**src/rtl/led_breath.sv**
```systemverilog
// LED breathing controller: PWM driver whose duty ramps up, holds, ramps down, holds, repeatedly.
// The PWM counter only moves on the upstream tick strobe; all duty/phase changes happen on counter wrap.
module led_breath #(
    parameter int unsigned PWM_BITS     = 8,
    parameter int unsigned HOLD_PERIODS = 4
) (
    input  logic                m_clock,
    input  logic                p_reset,
    input  logic                enable,
    input  logic                tick,
    output logic                led,
    output logic [PWM_BITS-1:0] duty,
    output logic [2:0]          phase,
    output logic                period_done
);

    typedef enum logic [2:0] {
        IDLE    = 3'd0,
        RISE    = 3'd1,
        HOLD_HI = 3'd2,
        FALL    = 3'd3,
        HOLD_LO = 3'd4
    } state_t;

    localparam logic [PWM_BITS-1:0] ALL_ONES  = '1;
    localparam logic [7:0]          HOLD_LAST = 8'(HOLD_PERIODS - 1);

    state_t              state, state_n;
    logic [PWM_BITS-1:0] pwm_cnt, cnt_n;
    logic [PWM_BITS-1:0] duty_n;
    logic [7:0]          hold_cnt, hold_n;
    logic                led_n, pd_n, wrap;

    always_ff @(posedge m_clock) begin
        if (p_reset) begin
            state       <= IDLE;
            pwm_cnt     <= '0;
            duty        <= '0;
            hold_cnt    <= '0;
            led         <= 1'b0;
            period_done <= 1'b0;
        end else begin
            state       <= state_n;
            pwm_cnt     <= cnt_n;
            duty        <= duty_n;
            hold_cnt    <= hold_n;
            led         <= led_n;
            period_done <= pd_n;
        end
    end

    always_comb begin
        state_n = state;
        cnt_n   = pwm_cnt;
        duty_n  = duty;
        hold_n  = hold_cnt;
        pd_n    = 1'b0;
        wrap    = tick && (pwm_cnt == ALL_ONES);

        if (!enable) begin
            state_n = IDLE;
            cnt_n   = '0;
            duty_n  = '0;
            hold_n  = '0;
        end else if (state == IDLE) begin
            // Start-up cycle: any tick arriving now is deliberately dropped.
            state_n = RISE;
            cnt_n   = '0;
            duty_n  = '0;
            hold_n  = '0;
        end else begin
            if (tick) begin
                cnt_n = pwm_cnt + PWM_BITS'(1);
            end
            pd_n = wrap;
            if (wrap) begin
                case (state)
                    RISE: begin
                        duty_n = (duty == ALL_ONES) ? duty : duty + PWM_BITS'(1);
                        if (duty_n == ALL_ONES) begin
                            state_n = HOLD_HI;
                            hold_n  = '0;
                        end
                    end
                    HOLD_HI: begin
                        if (hold_cnt == HOLD_LAST) begin
                            state_n = FALL;
                            hold_n  = '0;
                        end else begin
                            hold_n = hold_cnt + 8'd1;
                        end
                    end
                    FALL: begin
                        duty_n = (duty == '0) ? duty : duty - PWM_BITS'(1);
                        if (duty_n == '0) begin
                            state_n = HOLD_LO;
                            hold_n  = '0;
                        end
                    end
                    HOLD_LO: begin
                        if (hold_cnt == HOLD_LAST) begin
                            state_n = RISE;
                            hold_n  = '0;
                        end else begin
                            hold_n = hold_cnt + 8'd1;
                        end
                    end
                    default: begin
                        state_n = IDLE;
                    end
                endcase
            end
        end

        // LED compares the post-update counter against the post-update duty.
        led_n = (state_n != IDLE) && (cnt_n < duty_n);
    end

    assign phase = state;

endmodule

```
**config.mk**
```make
export PLATFORM = sky130hd
export DESIGN_NAME = led_breath
export DESIGN_NICKNAME = d
export VERILOG_FILES = /design/src/rtl/led_breath.sv
export SDC_FILE = /design/constraint.sdc
export NUM_CORES = 1
export LEC_CHECK = 0
export BUFFER_PORTS_ARGS = -buffer_cell sky130_fd_sc_hd__buf_4
export CORE_ASPECT_RATIO = 0.8
export CORE_UTILIZATION = 55
export DETAILED_ROUTE_END_ITERATION = 6
export PLACE_DENSITY = 0.77
export SLEW_MARGIN = 10
export SYNTH_ARGS = -nofsm -noshare
export SYNTH_HDL_FRONTEND = slang
export SYNTH_SLANG_ARGS = --single-unit
export TNS_END_PERCENT = 10
```
**constraint.sdc**
```tcl
create_clock -name m_clock -period 2.7 [get_ports m_clock]
set_clock_uncertainty 0.15 [all_clocks]
set_input_delay 0.405 -clock m_clock [delete_from_list [all_inputs] [get_ports m_clock]]
set_output_delay 0.405 -clock m_clock [all_outputs]
set_load 0.01 [all_outputs]
```
==> flow_metrics.py <==
metrics = {
    "timing": {
        "fin_crit_ns": 2.92,
        "fin_ws_ns": -0.222,
        "slew_headroom": 0.588,
        "finalMaxSlewViolations": 0,
        "tightest_slew_ns": 0.616,
        "fmax_mhz": 342,
        "setup_viol": 1,
        "hold_viol": 0,
        "whs_ns": 0.273,
        "tns_ns": -0.222,
        "rsz0062_at_grt": "yes",
        "period_share": 1.08,
    },
    "global_route": {
        "grt_pass1_wl_um": 11100,
        "met3_usage": 0.0809,
        "first_global_vias": 2330,
        "antenna_found_initial": 0,
        "grt_max_degree": 18,
        "track_usage": 0.340,
        "grt_overflow": 0,
        "use_met1": 0.499,
        "busiest_layer": "met1",
        "use_met2": 0.495,
    },
    "logic_synthesis": {
        "synthArstFlopShare": 0,
        "yosys_most_used_dff": "dfxtp_1",
        "synth.net_count": 313,
        "ys_ff_latch": 29,
        "syn_avg_cell_area_um2": 7.71,
        "syn_inst": 297,
        "synth_area_um2": 2290,
        "ys_seq_area_frac": 0.254,
        "yosysUniqueCellTypes": 59,
        "synth_edf_count": 0,
        "yosys_warnings": 0,
    },
    "run_status": {
        "status": "complete, but fails checks",
        "violations": "setup timing",
    },
    "clock_network": {
        "postCtsSetupBuffers": 0,
        "cts.clk_slew.worst_paths_ns": 0.07,
        "postCtsHoldBufs": 0,
        "ctsHtreeMaxLevel": 2,
        "numClockSinks": 29,
        "clockBufferDepth": 2,
        "clockRootBuffer": "clkbuf_8",
        "clock_latency_ns": 0.28,
        "cts_tree": "yes",
        "cts_buffers": 5,
    },
    "detailed_routing": {
        "vias_per_cell": 6.23,
        "dr.first_iter.drc_count": 261,
        "wire_per_inst_um": 16.6,
        "wirelength_um": 6860,
        "post-route-drc-count": 0,
        "vias": 2572,
        "dr.pass1.iters": 5,
        "ant_nets": 0,
    },
    "critical_path": {
        "criticalPathCategory": "flop to flop",
        "reg2reg_depth": 12,
        "cp-end-kind": "flop",
        "worst_ep_required_time_ns": 2.75,
        "critical_path.max_fanout": 3,
        "reg2reg_to": "led",
        "reg2reg_from": "duty[1]",
        "r2r_slack_ns": -0.22,
        "crit_path_start_kind": "flop",
        "cp.arrival_ns": 2.98,
    },
    "floorplan": {
        "die_width_um": 74.1,
        "start_util": 0.590,
        "io_pins": 17,
        "die_y_um": 59.7,
        "core_area_um2": 3880,
        "die_area_um2": 4420,
        "row_count": 20,
    },
    "placement": {
        "port_buffers": 16,
        "dp_slack_ns": -0.180,
        "gp_congestion": 0.911,
        "placed_area_um2": 2830,
        "place_hpwl_um": 5350,
        "dp_cells": 405,
    },
    "power_and_ir_drop": {
        "p_seq_frac": 0.462,
        "power_switching_w": 0.000191,
        "pwr-share-comb": 0.040,
        "peakVddDrop_mv": 0.454,
        "power_density_nw_per_um2": 316,
        "p_sw_frac": 0.204,
        "clkPwrFrac": 0.498,
        "leakage_nw": 1.16,
        "p_int_w": 0.000742,
    },
    "worst_hold_path": {
        "whs_endpoint": "duty[6]",
        "min-delay-path-class": "primary input to flop",
        "whs_path_depth": 2,
        "hp-start": "p_reset",
    },
    "cells_and_area": {
        "area_delta_synth_final_pct": 29.1,
        "fill_cells": 302,
        "final_cell_mix": "buf_4, nor2_1, dfxtp_1",
        "final_common_cell": "buf_4",
        "drive_gt1_frac": 0.291,
        "fin_nets": 373,
        "instances_no_fill": 413,
        "stdcell_area_um2": 2960,
        "antennaDiodeCount": 0,
    },
    "flow_run": {
        "max_cap_viol_count": 0,
    },
}
## power by group through the flow
stage | combinational, W | clock [W] | sequential [W]
after global placement | 0.0000356 | 0 | 0.000440
after global routing | 0.0000400 | 0.000484 | 0.000431
final | 0.0000369 | 0.000465 | 0.000431
after detailed placement | 0.0000359 | 0 | 0.000440
after CTS | 0.0000364 | 0.000472 | 0.000431
after floorplan | 0.0000224 | 0 | 0.000440
## area by class of cell
| type | instances | area (um2) | share of cell area |
|---|---|---|---|
| inverter | 10 | 37.5 | 0.0127 |
| tap | 55 | 68.8 | 0.0233 |
| timing repair buffer | 71 | 562 | 0.190 |
| clock buffer | 7 | 86.3 | 0.0292 |
| sequential | 29 | 587 | 0.199 |
| multi-input combinational | 240 | 1580 | 0.536 |
| clock inverter | 1 | 30.0 | 0.0102 |
## cell families (layout without fill, tap and decap cells)
kind of cell | after synthesis | count (layout) | synth area share
flip-flops | 29 | 29 | 0.254
buffers and inverters | 28 | 89 | 0.0667
AO/OA/AOI/OAI | 77 | 77 | 0.222
multiplexers | 6 | 6 | 0.0268
adder cells (fa/ha/maj) | 12 | 12 | 0.0656
XOR/XNOR | 11 | 11 | 0.0421
AND/OR/NAND/NOR | 134 | 134 | 0.323
## worst max-delay path: stages (launching register included)
cell and delay (ns):
dfxtp_2 0.34, buf_6 0.11, or4_4 0.49, or4_1 0.41, nand2_1 0.08, a221o_2 0.16
o211ai_1 0.13, ha_1 0.36, a21oi_2 0.12, nor2b_1 0.05, o21ai_1 0.14, o311ai_1 0.14
a31oi_1 0.16
## repair_timing
action | in CTS | in global routing
endpoints found under the setup margin | 1 | 9
pin swaps | 1 | 1
gates resized for setup | 1 | 4
## registers in the layout, indices dropped and copies added (netlist names)
name,flops
hold_cnt,8
phase,3
duty,8
period_done,1
pwm_cnt,8
led,1
## synth_stat cells, drive strengths merged, types with 6 or more instances
library cell | number | area, um2
a21oi | 22 | 118
nand3 | 13 | 65.1
dfxtp | 29 | 581
buf | 12 | 92.6
o21ai | 18 | 90.1
xor2 | 6 | 52.6
ha | 12 | 150
a31oi | 8 | 50.1
nand2 | 18 | 67.6
nor3 | 25 | 125
nor2 | 33 | 124
inv | 10 | 37.5
clkbuf | 6 | 22.5
nand4 | 12 | 90.1
## worst max-delay path by stage
stage	from	to	slack, ns	cells past startpoint
floorplan	duty[2]	led	-0.0003	12
global placement	duty[1]	led	-0.15	12
detailed placement	duty[1]	led	-0.18	12
CTS	duty[1]	led	-0.18	12
global route	duty[1]	led	-0.36	12
finish	duty[1]	led	-0.22	12
## per-layer routing
layer | vias up | share of wire | routed length (um)
li1 | 1239 | - | -
met2 | 120 | 0.43 | 2950
met4 | 0 | 0.0092 | 63
met1 | 1207 | 0.47 | 3220
met5 | - | 0 | 0
met3 | 6 | 0.092 | 631
## per-stage QoR
step           utilization  power (W)
2_1_floorplan            -   0.000462
3_3_place_gp         0.728   0.000476
3_5_place_dp         0.728   0.000476
4_1_cts              0.759   0.000939
5_1_grt              0.762   0.000955
6_report             0.762   0.000933
Note: power is estimated with default switching activity, not from simulation.
